===== src/rtl/pipeline_hazard_ctrl_pkg.sv =====
// Shared pipeline definitions: register index width, FSM state encoding and
// the canned stage-control words the hazard sequencer selects between.
package pipeline_hazard_ctrl_pkg;

    localparam int REG_W = 5;
    typedef logic [REG_W-1:0] reg_idx_t;

    // r0 is hard-wired zero, so a load targeting it can never create a hazard
    localparam reg_idx_t ZERO_REG = '0;

    typedef enum logic {
        ST_RUN      = 1'b0,
        ST_MEM_WAIT = 1'b1
    } state_t;

    // One control word per cycle: stage write enables, NOP insertion, error pulse
    typedef struct packed {
        logic pc_we;
        logic ifid_we;
        logic idex_we;
        logic exmem_we;
        logic memwb_we;
        logic ifid_flush;
        logic idex_bubble;
        logic memwb_bubble;
        logic mem_error;
    } hz_ctrl_t;

    // Everything frozen, no NOPs (used while Reset is asserted)
    localparam hz_ctrl_t CTRL_HOLD = '{default: 1'b0};

    // Normal advance of every stage
    localparam hz_ctrl_t CTRL_ADVANCE = '{pc_we: 1'b1, ifid_we: 1'b1, idex_we: 1'b1,
                                          exmem_we: 1'b1, memwb_we: 1'b1,
                                          default: 1'b0};

    // Memory not ready: freeze the front, drain a NOP into MEM/WB
    localparam hz_ctrl_t CTRL_MEM_STALL = '{memwb_we: 1'b1, memwb_bubble: 1'b1,
                                            default: 1'b0};

    // Taken branch: advance, kill the two wrong-path instructions
    localparam hz_ctrl_t CTRL_BRANCH = '{pc_we: 1'b1, ifid_we: 1'b1, idex_we: 1'b1,
                                         exmem_we: 1'b1, memwb_we: 1'b1,
                                         ifid_flush: 1'b1, idex_bubble: 1'b1,
                                         default: 1'b0};

    // Load-use: hold PC and IF/ID, push a NOP into ID/EX
    localparam hz_ctrl_t CTRL_LOAD_USE = '{idex_we: 1'b1, idex_bubble: 1'b1,
                                           exmem_we: 1'b1, memwb_we: 1'b1,
                                           default: 1'b0};

    // Memory timeout: forced release with error pulse
    localparam hz_ctrl_t CTRL_TIMEOUT = '{pc_we: 1'b1, ifid_we: 1'b1, idex_we: 1'b1,
                                          exmem_we: 1'b1, memwb_we: 1'b1,
                                          mem_error: 1'b1, default: 1'b0};

endpackage


===== src/rtl/pipeline_hazard_ctrl_if.sv =====
// Hazard-control bundle between the datapath and the stall/flush sequencer.
interface pipeline_hazard_ctrl_if
    import pipeline_hazard_ctrl_pkg::*;
#(
    parameter int PERF_W = 32
);
    // Hazard information latched in the pipeline registers
    logic              EXMEM_MemRead;
    logic              EXMEM_MemWrite;
    logic              MemReady;
    logic              IDEX_MemRead;
    reg_idx_t          IDEX_RegDest;
    reg_idx_t          IFID_Rs;
    reg_idx_t          IFID_Rt;
    logic              IFID_UsesRt;
    logic              BranchTaken;

    // Stage controls returned to the datapath
    logic              PC_WE;
    logic              IFID_WE;
    logic              IDEX_WE;
    logic              EXMEM_WE;
    logic              MEMWB_WE;
    logic              IFID_Flush;
    logic              IDEX_Bubble;
    logic              MEMWB_Bubble;
    logic              MemError;
    logic [PERF_W-1:0] StallCycles;

    // Datapath side
    modport master (
        output EXMEM_MemRead, EXMEM_MemWrite, MemReady, IDEX_MemRead, IDEX_RegDest,
               IFID_Rs, IFID_Rt, IFID_UsesRt, BranchTaken,
        input  PC_WE, IFID_WE, IDEX_WE, EXMEM_WE, MEMWB_WE, IFID_Flush, IDEX_Bubble,
               MEMWB_Bubble, MemError, StallCycles
    );

    // Sequencer side
    modport slave (
        input  EXMEM_MemRead, EXMEM_MemWrite, MemReady, IDEX_MemRead, IDEX_RegDest,
               IFID_Rs, IFID_Rt, IFID_UsesRt, BranchTaken,
        output PC_WE, IFID_WE, IDEX_WE, EXMEM_WE, MEMWB_WE, IFID_Flush, IDEX_Bubble,
               MEMWB_Bubble, MemError, StallCycles
    );

endinterface


===== src/rtl/pipeline_hazard_ctrl_hazard_detect.sv =====
// Load-use comparator: the load in EX writes a register the ID instruction reads.
module pipeline_hazard_ctrl_hazard_detect
    import pipeline_hazard_ctrl_pkg::*;
(
    input  logic     IDEX_MemRead,
    input  reg_idx_t IDEX_RegDest,
    input  reg_idx_t IFID_Rs,
    input  reg_idx_t IFID_Rt,
    input  logic     IFID_UsesRt,
    output logic     LoadUse
);
    reg_idx_t   src_idx [2];
    logic [1:0] src_used;
    logic [1:0] src_match;

    // Rs is always read; Rt only for instructions that actually consume it
    assign src_idx[0] = IFID_Rs;
    assign src_idx[1] = IFID_Rt;
    assign src_used   = {IFID_UsesRt, 1'b1};

    generate
        for (genvar gi = 0; gi < 2; gi++) begin : g_src
            assign src_match[gi] = src_used[gi] && (src_idx[gi] == IDEX_RegDest);
        end
    endgenerate

    assign LoadUse = IDEX_MemRead && (IDEX_RegDest != ZERO_REG) && (|src_match);

endmodule


===== src/rtl/pipeline_hazard_ctrl.sv =====
// Central stall/flush sequencer: arbitrates memory waits, taken branches and
// load-use hazards into per-stage write enables and NOP insertion.
module pipeline_hazard_ctrl
    import pipeline_hazard_ctrl_pkg::*;
#(
    parameter int MEM_TIMEOUT = 15,
    parameter int TMO_W       = 4,
    parameter int PERF_W      = 32
) (
    input  logic                   Clock,
    input  logic                   Reset,
    pipeline_hazard_ctrl_if.slave  hz
);
    state_t            state_reg, state_next;
    logic [TMO_W-1:0]  wait_cnt_reg, wait_cnt_next;
    logic [PERF_W-1:0] stall_cycles_reg;
    hz_ctrl_t          ctrl;
    logic              mem_acc;
    logic              load_use;
    logic              wait_expired;

    assign mem_acc      = hz.EXMEM_MemRead | hz.EXMEM_MemWrite;
    assign wait_expired = (wait_cnt_reg == TMO_W'(MEM_TIMEOUT));

    pipeline_hazard_ctrl_hazard_detect u_hazard_detect (
        .IDEX_MemRead (hz.IDEX_MemRead),
        .IDEX_RegDest (hz.IDEX_RegDest),
        .IFID_Rs      (hz.IFID_Rs),
        .IFID_Rt      (hz.IFID_Rt),
        .IFID_UsesRt  (hz.IFID_UsesRt),
        .LoadUse      (load_use)
    );

    // State, wait counter and saturating stall counter
    always_ff @(posedge Clock) begin
        if (!Reset) begin
            state_reg        <= ST_RUN;
            wait_cnt_reg     <= '0;
            stall_cycles_reg <= '0;
        end else begin
            state_reg    <= state_next;
            wait_cnt_reg <= wait_cnt_next;
            if (!ctrl.pc_we && (stall_cycles_reg != '1)) begin
                stall_cycles_reg <= stall_cycles_reg + PERF_W'(1);
            end
        end
    end

    // Next state: enter MEM_WAIT on an unready access, leave on ready or timeout
    always_comb begin
        state_next    = state_reg;
        wait_cnt_next = wait_cnt_reg;
        case (state_reg)
            ST_RUN: begin
                if (mem_acc && !hz.MemReady) begin
                    state_next    = ST_MEM_WAIT;
                    wait_cnt_next = TMO_W'(1);
                end
            end
            ST_MEM_WAIT: begin
                if (hz.MemReady || wait_expired) begin
                    state_next    = ST_RUN;
                    wait_cnt_next = '0;
                end else begin
                    wait_cnt_next = wait_cnt_reg + TMO_W'(1);
                end
            end
            default: begin
                state_next    = ST_RUN;
                wait_cnt_next = '0;
            end
        endcase
    end

    // Outputs: memory stall beats branch beats load-use; branch and load-use
    // are not looked at while waiting because EX is frozen
    always_comb begin
        ctrl = CTRL_HOLD;
        if (Reset) begin
            case (state_reg)
                ST_RUN: begin
                    if (mem_acc && !hz.MemReady) ctrl = CTRL_MEM_STALL;
                    else if (hz.BranchTaken)     ctrl = CTRL_BRANCH;
                    else if (load_use)           ctrl = CTRL_LOAD_USE;
                    else                         ctrl = CTRL_ADVANCE;
                end
                ST_MEM_WAIT: begin
                    if (hz.MemReady)             ctrl = CTRL_ADVANCE;
                    else if (wait_expired)       ctrl = CTRL_TIMEOUT;
                    else                         ctrl = CTRL_MEM_STALL;
                end
                default:                         ctrl = CTRL_HOLD;
            endcase
        end
    end

    assign hz.PC_WE        = ctrl.pc_we;
    assign hz.IFID_WE      = ctrl.ifid_we;
    assign hz.IDEX_WE      = ctrl.idex_we;
    assign hz.EXMEM_WE     = ctrl.exmem_we;
    assign hz.MEMWB_WE     = ctrl.memwb_we;
    assign hz.IFID_Flush   = ctrl.ifid_flush;
    assign hz.IDEX_Bubble  = ctrl.idex_bubble;
    assign hz.MEMWB_Bubble = ctrl.memwb_bubble;
    assign hz.MemError     = ctrl.mem_error;
    assign hz.StallCycles  = stall_cycles_reg;

endmodule


===== src/flat_wrapper.sv =====
// flat-port wrapper written by rule: the top's interface ports become plain ports
module pipeline_hazard_ctrl_flat import pipeline_hazard_ctrl_pkg::*;
#(
    parameter int MEM_TIMEOUT = 15,
    parameter int TMO_W       = 4,
    parameter int PERF_W      = 32
)
  (Clock, Reset, hz_EXMEM_MemRead, hz_EXMEM_MemWrite, hz_MemReady, hz_IDEX_MemRead, hz_IDEX_RegDest, hz_IFID_Rs, hz_IFID_Rt, hz_IFID_UsesRt, hz_BranchTaken, hz_PC_WE, hz_IFID_WE, hz_IDEX_WE, hz_EXMEM_WE, hz_MEMWB_WE, hz_IFID_Flush, hz_IDEX_Bubble, hz_MEMWB_Bubble, hz_MemError, hz_StallCycles);
  pipeline_hazard_ctrl_if #(.PERF_W(PERF_W)) hz_i ();
  input  logic Clock;
  input  logic Reset;
  input wire logic [$bits(hz_i.EXMEM_MemRead)-1:0] hz_EXMEM_MemRead;
  input wire logic [$bits(hz_i.EXMEM_MemWrite)-1:0] hz_EXMEM_MemWrite;
  input wire logic [$bits(hz_i.MemReady)-1:0] hz_MemReady;
  input wire logic [$bits(hz_i.IDEX_MemRead)-1:0] hz_IDEX_MemRead;
  input wire logic [$bits(hz_i.IDEX_RegDest)-1:0] hz_IDEX_RegDest;
  input wire logic [$bits(hz_i.IFID_Rs)-1:0] hz_IFID_Rs;
  input wire logic [$bits(hz_i.IFID_Rt)-1:0] hz_IFID_Rt;
  input wire logic [$bits(hz_i.IFID_UsesRt)-1:0] hz_IFID_UsesRt;
  input wire logic [$bits(hz_i.BranchTaken)-1:0] hz_BranchTaken;
  output wire logic [$bits(hz_i.PC_WE)-1:0] hz_PC_WE;
  output wire logic [$bits(hz_i.IFID_WE)-1:0] hz_IFID_WE;
  output wire logic [$bits(hz_i.IDEX_WE)-1:0] hz_IDEX_WE;
  output wire logic [$bits(hz_i.EXMEM_WE)-1:0] hz_EXMEM_WE;
  output wire logic [$bits(hz_i.MEMWB_WE)-1:0] hz_MEMWB_WE;
  output wire logic [$bits(hz_i.IFID_Flush)-1:0] hz_IFID_Flush;
  output wire logic [$bits(hz_i.IDEX_Bubble)-1:0] hz_IDEX_Bubble;
  output wire logic [$bits(hz_i.MEMWB_Bubble)-1:0] hz_MEMWB_Bubble;
  output wire logic [$bits(hz_i.MemError)-1:0] hz_MemError;
  output wire logic [$bits(hz_i.StallCycles)-1:0] hz_StallCycles;
  assign hz_i.EXMEM_MemRead = hz_EXMEM_MemRead;
  assign hz_i.EXMEM_MemWrite = hz_EXMEM_MemWrite;
  assign hz_i.MemReady = hz_MemReady;
  assign hz_i.IDEX_MemRead = hz_IDEX_MemRead;
  assign hz_i.IDEX_RegDest = hz_IDEX_RegDest;
  assign hz_i.IFID_Rs = hz_IFID_Rs;
  assign hz_i.IFID_Rt = hz_IFID_Rt;
  assign hz_i.IFID_UsesRt = hz_IFID_UsesRt;
  assign hz_i.BranchTaken = hz_BranchTaken;
  assign hz_PC_WE = hz_i.PC_WE;
  assign hz_IFID_WE = hz_i.IFID_WE;
  assign hz_IDEX_WE = hz_i.IDEX_WE;
  assign hz_EXMEM_WE = hz_i.EXMEM_WE;
  assign hz_MEMWB_WE = hz_i.MEMWB_WE;
  assign hz_IFID_Flush = hz_i.IFID_Flush;
  assign hz_IDEX_Bubble = hz_i.IDEX_Bubble;
  assign hz_MEMWB_Bubble = hz_i.MEMWB_Bubble;
  assign hz_MemError = hz_i.MemError;
  assign hz_StallCycles = hz_i.StallCycles;
  pipeline_hazard_ctrl #(.MEM_TIMEOUT(MEM_TIMEOUT), .TMO_W(TMO_W), .PERF_W(PERF_W)) u_core (.Clock(Clock), .Reset(Reset), .hz(hz_i));
endmodule

===== config.mk =====
export PLATFORM = sky130hd
export DESIGN_NAME = pipeline_hazard_ctrl_flat
export DESIGN_NICKNAME = d
export VERILOG_FILES = /design/src/rtl/pipeline_hazard_ctrl_pkg.sv /design/src/rtl/pipeline_hazard_ctrl_if.sv /design/src/rtl/pipeline_hazard_ctrl_hazard_detect.sv /design/src/rtl/pipeline_hazard_ctrl.sv /design/src/flat_wrapper.sv
export SDC_FILE = /design/constraint.sdc
export NUM_CORES = 1
export LEC_CHECK = 0
export CAP_MARGIN = 10
export CORE_ASPECT_RATIO = 0.75
export CORE_UTILIZATION = 48
export CTS_BUF_LIST = sky130_fd_sc_hd__clkbuf_8
export CTS_CLUSTER_SIZE = 30
export DETAILED_ROUTE_END_ITERATION = 8
export MAX_ROUTING_LAYER = met4
export PLACE_DENSITY = 0.9
export SETUP_SLACK_MARGIN = 0.4
export SYNTH_ARGS = -nofsm -noshare
export SYNTH_HDL_FRONTEND = slang
export SYNTH_SLANG_ARGS = --single-unit

===== constraint.sdc =====
create_clock -name Clock -period 5.85 [get_ports Clock]
set_input_delay 0.585 -clock Clock [delete_from_list [all_inputs] [get_ports Clock]]
set_output_delay 0.585 -clock Clock [all_outputs]
set_load 0.03 [all_outputs]

Word-level counts from Yosys, hierarchy flattened
Cells that the tools add are included.
{"block": "word_totals", "reg_bits": 37, "in_bits": 23, "output_inout_bits": 41, "elab_cells": 35}
{"block": "classes", "add_sub_neg": 2, "eq_ne": 5, "mux": 13, "bitwise_logic": 2, "reduce_logical": 10}
{"op": "2-to-1 mux 9 bit", "n": 6}
{"op": "adder 32 x 1 -> 32 bit, second input constant", "n": 1}
{"op": "inequality test 32 bit, second input constant", "n": 1}
{"op": "case mux 9 bit (2 select lines)", "n": 1}
{"op": "== test 5 bit", "n": 2}
{"op": "2-to-1 mux 4 bit", "n": 2}
{"op": "case mux 4 bit (2 select lines)", "n": 1}
{"op": "logical AND 1 bit", "n": 5}
{"op": "nonzero test 5 bit", "n": 1}
{"op": "adder 4 x 1 -> 4 bit, second input constant", "n": 1}
{"op": "== test 4 bit, second input constant", "n": 1}
{"op": "zero test 1 bit", "n": 2}
{"op": "2-to-1 mux 1 bit", "n": 2}
{"op": "inequality test 2 x 1 -> 1 bit, second input constant", "n": 1}
{"op": "case mux 1 bit (2 select lines)", "n": 1}
{"op": "OR reduction 2 bit", "n": 1}
{"op": "logical OR 1 bit", "n": 1}
{"op": "NOT 1 bit", "n": 1}
{"op": "bitwise OR 1 bit", "n": 1}

Logic depth before layout (Yosys ltp)
{"block": "logic_depth", "depth_word": 11, "mapped_depth": 11, "mapped_depth_nobuf": 9}

Modules after synthesis
Synthesis repeated with hierarchy kept, for this count alone.
{"block": "unflattened", "hier_cells": 267, "area_unflattened_um2": 2245.9}
{"mod": "pipeline_hazard_ctrl", "n_inst": 1, "cells_each": 250, "area_each_um2": 2113.3, "seq_area_each_um2": 740.7}
{"mod": "pipeline_hazard_ctrl_hazard_detect", "n_inst": 1, "cells_each": 17, "area_each_um2": 132.6, "seq_area_each_um2": 0.0}

Worst setup path after synthesis
No wires, ideal clock.
{"block": "synth_path", "path_kind": "input to output", "from": "input port hz_EXMEM_MemWrite", "to": "output port hz_PC_WE", "arrival_time_ps": 2318, "t_required_ps": 5265, "path_slack_ps": 2947, "path_stages": 5, "path_buffers": 1, "cell_sequence": "o21bai_1 > nor2_1 > or3_4 > o21ai_0 > buf_4"}
{"block": "synth_via", "elab_chain_len": 5}
{"element": "from (decl)", "line": "flat_wrapper.sv:13", "source": "input wire logic [$bits(hz_i.EXMEM_MemWrite)-1:0] hz_EXMEM_MemWrite;"}
{"element": "bitwise OR 1 bit", "line": "pipeline_hazard_ctrl.sv:22", "source": "assign mem_acc = hz.EXMEM_MemRead | hz.EXMEM_MemWrite;"}
{"element": "logical AND 1 bit", "line": "pipeline_hazard_ctrl.sv:82", "source": "if (mem_acc && !hz.MemReady) ctrl = CTRL_MEM_STALL;"}
{"element": "2-to-1 mux 9 bit", "line": "pipeline_hazard_ctrl.sv:82"}
{"element": "case mux 9 bit (2 select lines)", "line": "pipeline_hazard_ctrl.sv:80", "source": "case (state_reg)"}
{"element": "2-to-1 mux 9 bit", "line": "pipeline_hazard_ctrl.sv:79", "source": "if (Reset) begin"}
{"element": "to (decl)", "line": "flat_wrapper.sv:21", "source": "output wire logic [$bits(hz_i.PC_WE)-1:0] hz_PC_WE;"}
Every way passes these cells.

Worst setup path in the final report
{"block": "layout_path", "from": "input port Reset", "to": "output port hz_IFID_WE"}
{"block": "layout_via", "elab_chain_len": 1}
{"element": "from (decl)", "line": "flat_wrapper.sv:11", "source": "input logic Reset;"}
{"element": "2-to-1 mux 9 bit", "line": "pipeline_hazard_ctrl.sv:79"}
{"element": "to (decl)", "line": "flat_wrapper.sv:22", "source": "output wire logic [$bits(hz_i.IFID_WE)-1:0] hz_IFID_WE;"}
Every way passes these cells.

==> impl_metrics.py <==
metrics = {
    "logic_synthesis": {
        "async_flop_share_pct": 0,
        "synth.avg_cell_area_um2": 7.932,
        "ys_seq_area_share_pct": 36.05,
        "synth.distinct_cells": 41,
        "synthCells": 259,
        "synth_nets": 284,
        "ys_warn_count": 0,
        "syn-cell-area_mm2": 0.002054,
        "synthFlopType": "dfxtp_1",
        "synth-seq-cells": 37,
        "synth_edf_count": 0,
    },
    "cells_and_area": {
        "antenna_cells": 0,
        "layout_common_cells": "clkdlybuf4s50_1, dfxtp_1, a21oi_1, nand2_1, o21ai_0",
        "nets": 343,
        "multi_input_area_mm2": 0.001217,
        "layout-drive-gt1-share_pct": 5.016,
        "nFillCells": 334,
        "final_common_cell": "clkdlybuf4s50_1",
        "fin_cells": 374,
        "syn_to_final_growth_pct": 37.03,
        "largest_reg_flops": 32,
        "final-seq-area_um2": 740.7,
    },
    "critical_path": {
        "crit_fanout": 32,
        "start_kind": "input pin",
        "worstSetupEndpointType": "output pin",
        "worstRegToRegCells": 9,
        "worstReg2RegEnd": "u_core.hz.StallCycles[30]$_SDFFE_PN0P_",
        "rrSetupSlack_ns": 3.26,
        "cp.arrival_ns": 3.57,
        "criticalPathCategory": "input pin to output pin",
        "worstReg2RegStart": "u_core.wait_cnt_reg[0]$_SDFFE_PN0P_",
        "crit_required_ns": 5.27,
    },
    "global_routing": {
        "grt.overflow.total": 0,
        "grt_util_all_layers_pct": 24.99,
        "grt_pass1_wl_um": 8466,
        "grt_antenna_before_repair": 0,
        "grt_max_degree": 41,
        "first_global_vias": 1863,
    },
    "pwr": {
        "vdd_drop_max_mv": 0.1339,
        "p_leak_nw": 0.8765,
        "total_power_uw": 580.8,
        "p_per_area_mw_per_mm2": 206.3,
    },
    "sta": {
        "relSlewSlack_pct": 29.22,
        "setup_viol": 0,
        "tns_ns": 0,
        "period_needed_ns": 4.159,
        "max_freq_mhz": 240.4,
        "skew_ns": 0.008164,
        "finalHoldViolCount": 0,
        "rsz0062_at_grt": "false",
        "min_period_over_period_pct": 71.10,
        "worst_pin_slew_ns": 1.057,
        "slew_violations": 0,
    },
    "place": {
        "dp_hpwl_um": 3806,
        "dp_cells": 366,
        "place_congestion": 0.8156,
        "place.port_buffers": 63,
    },
    "clock_network": {
        "tritoncts": "yes",
        "cts_sinks": 37,
        "post_cts_resized": 0,
        "htree_num_levels": 2,
        "post_cts_buffers": 0,
        "clk_pin_slew_ns": 0.07,
        "insertion_delay_ns": 0.30,
        "numCtsBuffers": 5,
        "holdBufCountCts": 0,
        "cts_buffer_depth": 2,
        "cts_root_buf": "clkbuf_8",
    },
    "die": {
        "start_util_pct": 50.37,
        "core_area_mm2": 0.004079,
        "io_pins": 64,
        "die_h_um": 58.66,
        "die_w_um": 77.55,
        "die_area_mm2": 0.004548,
        "core.rowCount": 20,
    },
    "run": {
        "cap_violations": 0,
    },
    "route": {
        "drt_first_pass_iters": 4,
        "wire_per_inst_um": 14.55,
        "drc_errors": 0,
        "vias": 2159,
        "vias_per_cell": 5.773,
        "ant_nets": 0,
        "drtIter0Drc": 88,
        "drt_wl_total_um": 5440,
    },
    "min_path": {
        "hold_path_depth": 2,
        "holdPathEnd": "u_core.hz.StallCycles[9]$_SDFFE_PN0P_",
        "min_from": "u_core.hz.StallCycles[9]$_SDFFE_PN0P_",
        "hold_path_class": "flip-flop to flip-flop",
    },
    "outcome": {
        "outcome": "complete, no violations",
    },
}
metrics by stage:
step           cell area [um^2]  setup WS (ns)  hold WS, ns  utilization (%)
6_report                   2815          1.691       0.4872            69.02
3_3_place_gp               2699          1.801       0.4707            66.17
5_1_grt                    2815          1.506       0.5237            69.02
3_5_place_dp               2699          1.726       0.4798            66.17
2_1_floorplan              2054          2.947       0.4685                -
4_1_cts                    2815          1.708       0.4906            69.02
area by class of cell:
class                           instances  share of cell area (%)
Clock inverter                          2                   1.200
Multi-Input combinational cell        201                   43.24
Timing Repair Buffer                   64                   22.67
Sequential cell                        37                   26.31
Tap cell                               55                   2.444
Inverter                                9                   1.200
Clock buffer                            6                   2.933
Yosys cell counts, types with 2 or more instances:
master    instances  area (um^2)
nand4_1           8        50.05
o211ai_1          3        22.52
clkbuf_1          4        15.01
o21ai_0          20        100.1
nand2_1          24        90.09
inv_1             8        30.03
and3_1            6        37.54
a21oi_1          27        135.1
nand2b_1          5        31.28
dfxtp_1          37        740.7
or4_1             8        60.06
nor2_1           13        48.80
nor2b_1           2        12.51
xnor2_1          11        96.34
or3_1            17        106.4
buf_4             3        22.52
buf_2             5        25.02
mux2i_1           5        50.05
a32o_1            2        20.02
ha_1              2        25.02
nor4_1            4        25.02
o31ai_1           8        60.06
and2_1            2        12.51
nor3_1            3        15.01
nand3_1          16        80.08
where the power goes:
part           switching, mW  leakage, nW  total [mW]  internal [mW]
Combinational         0.0503        0.515      0.0910         0.0407
Clock                 0.0922       0.0626       0.229          0.137
Sequential           0.00467        0.299       0.260          0.256
worst max-delay path, stage by stage:
cell and delay, ns:
clkdlybuf4s50_1 0.79, inv_1 0.59, or3_4 0.59, inv_2 0.09, o31ai_2 0.08, o21ai_0 0.12, clkdlybuf4s50_1 0.72
logic make-up (layout without fill, tap and decap cells):
family | Yosys count | after routing | synth area share, %
AOI/OAI and AO/OA | 67 | 67 | 19.55
DFF | 37 | 37 | 36.05
xor gates and xnor gates | 12 | 12 | 5.116
and+or+nand+nor | 115 | 115 | 30.94
muxes | 5 | 5 | 2.436
buffers and inverters | 21 | 81 | 4.689
adders and majority gates | 2 | 2 | 1.218
how the worst max path moves through the flow:
stage | cells after the start | start | endpoint | slack, ns
2_1_floorplan | 5 | hz_EXMEM_MemWrite | hz_PC_WE | 2.95
3_3_place_gp | 7 | Reset | hz_PC_WE | 1.80
3_5_place_dp | 7 | Reset | hz_IFID_WE | 1.73
4_1_cts | 7 | Reset | hz_IFID_WE | 1.71
6_report | 7 | Reset | hz_IFID_WE | 1.69
5_1_grt | 7 | Reset | hz_IFID_WE | 1.51
metal layers:
layer	up-vias	global-route usage, %	wire, um
li1	1072	-	-
met5	-	-	0
met2	62	37.55	2555
met3	13	5.271	266
met4	0	15.09	129
met1	1012	31.21	2488
No activity file was read; power rests on OpenSTA's default activity.
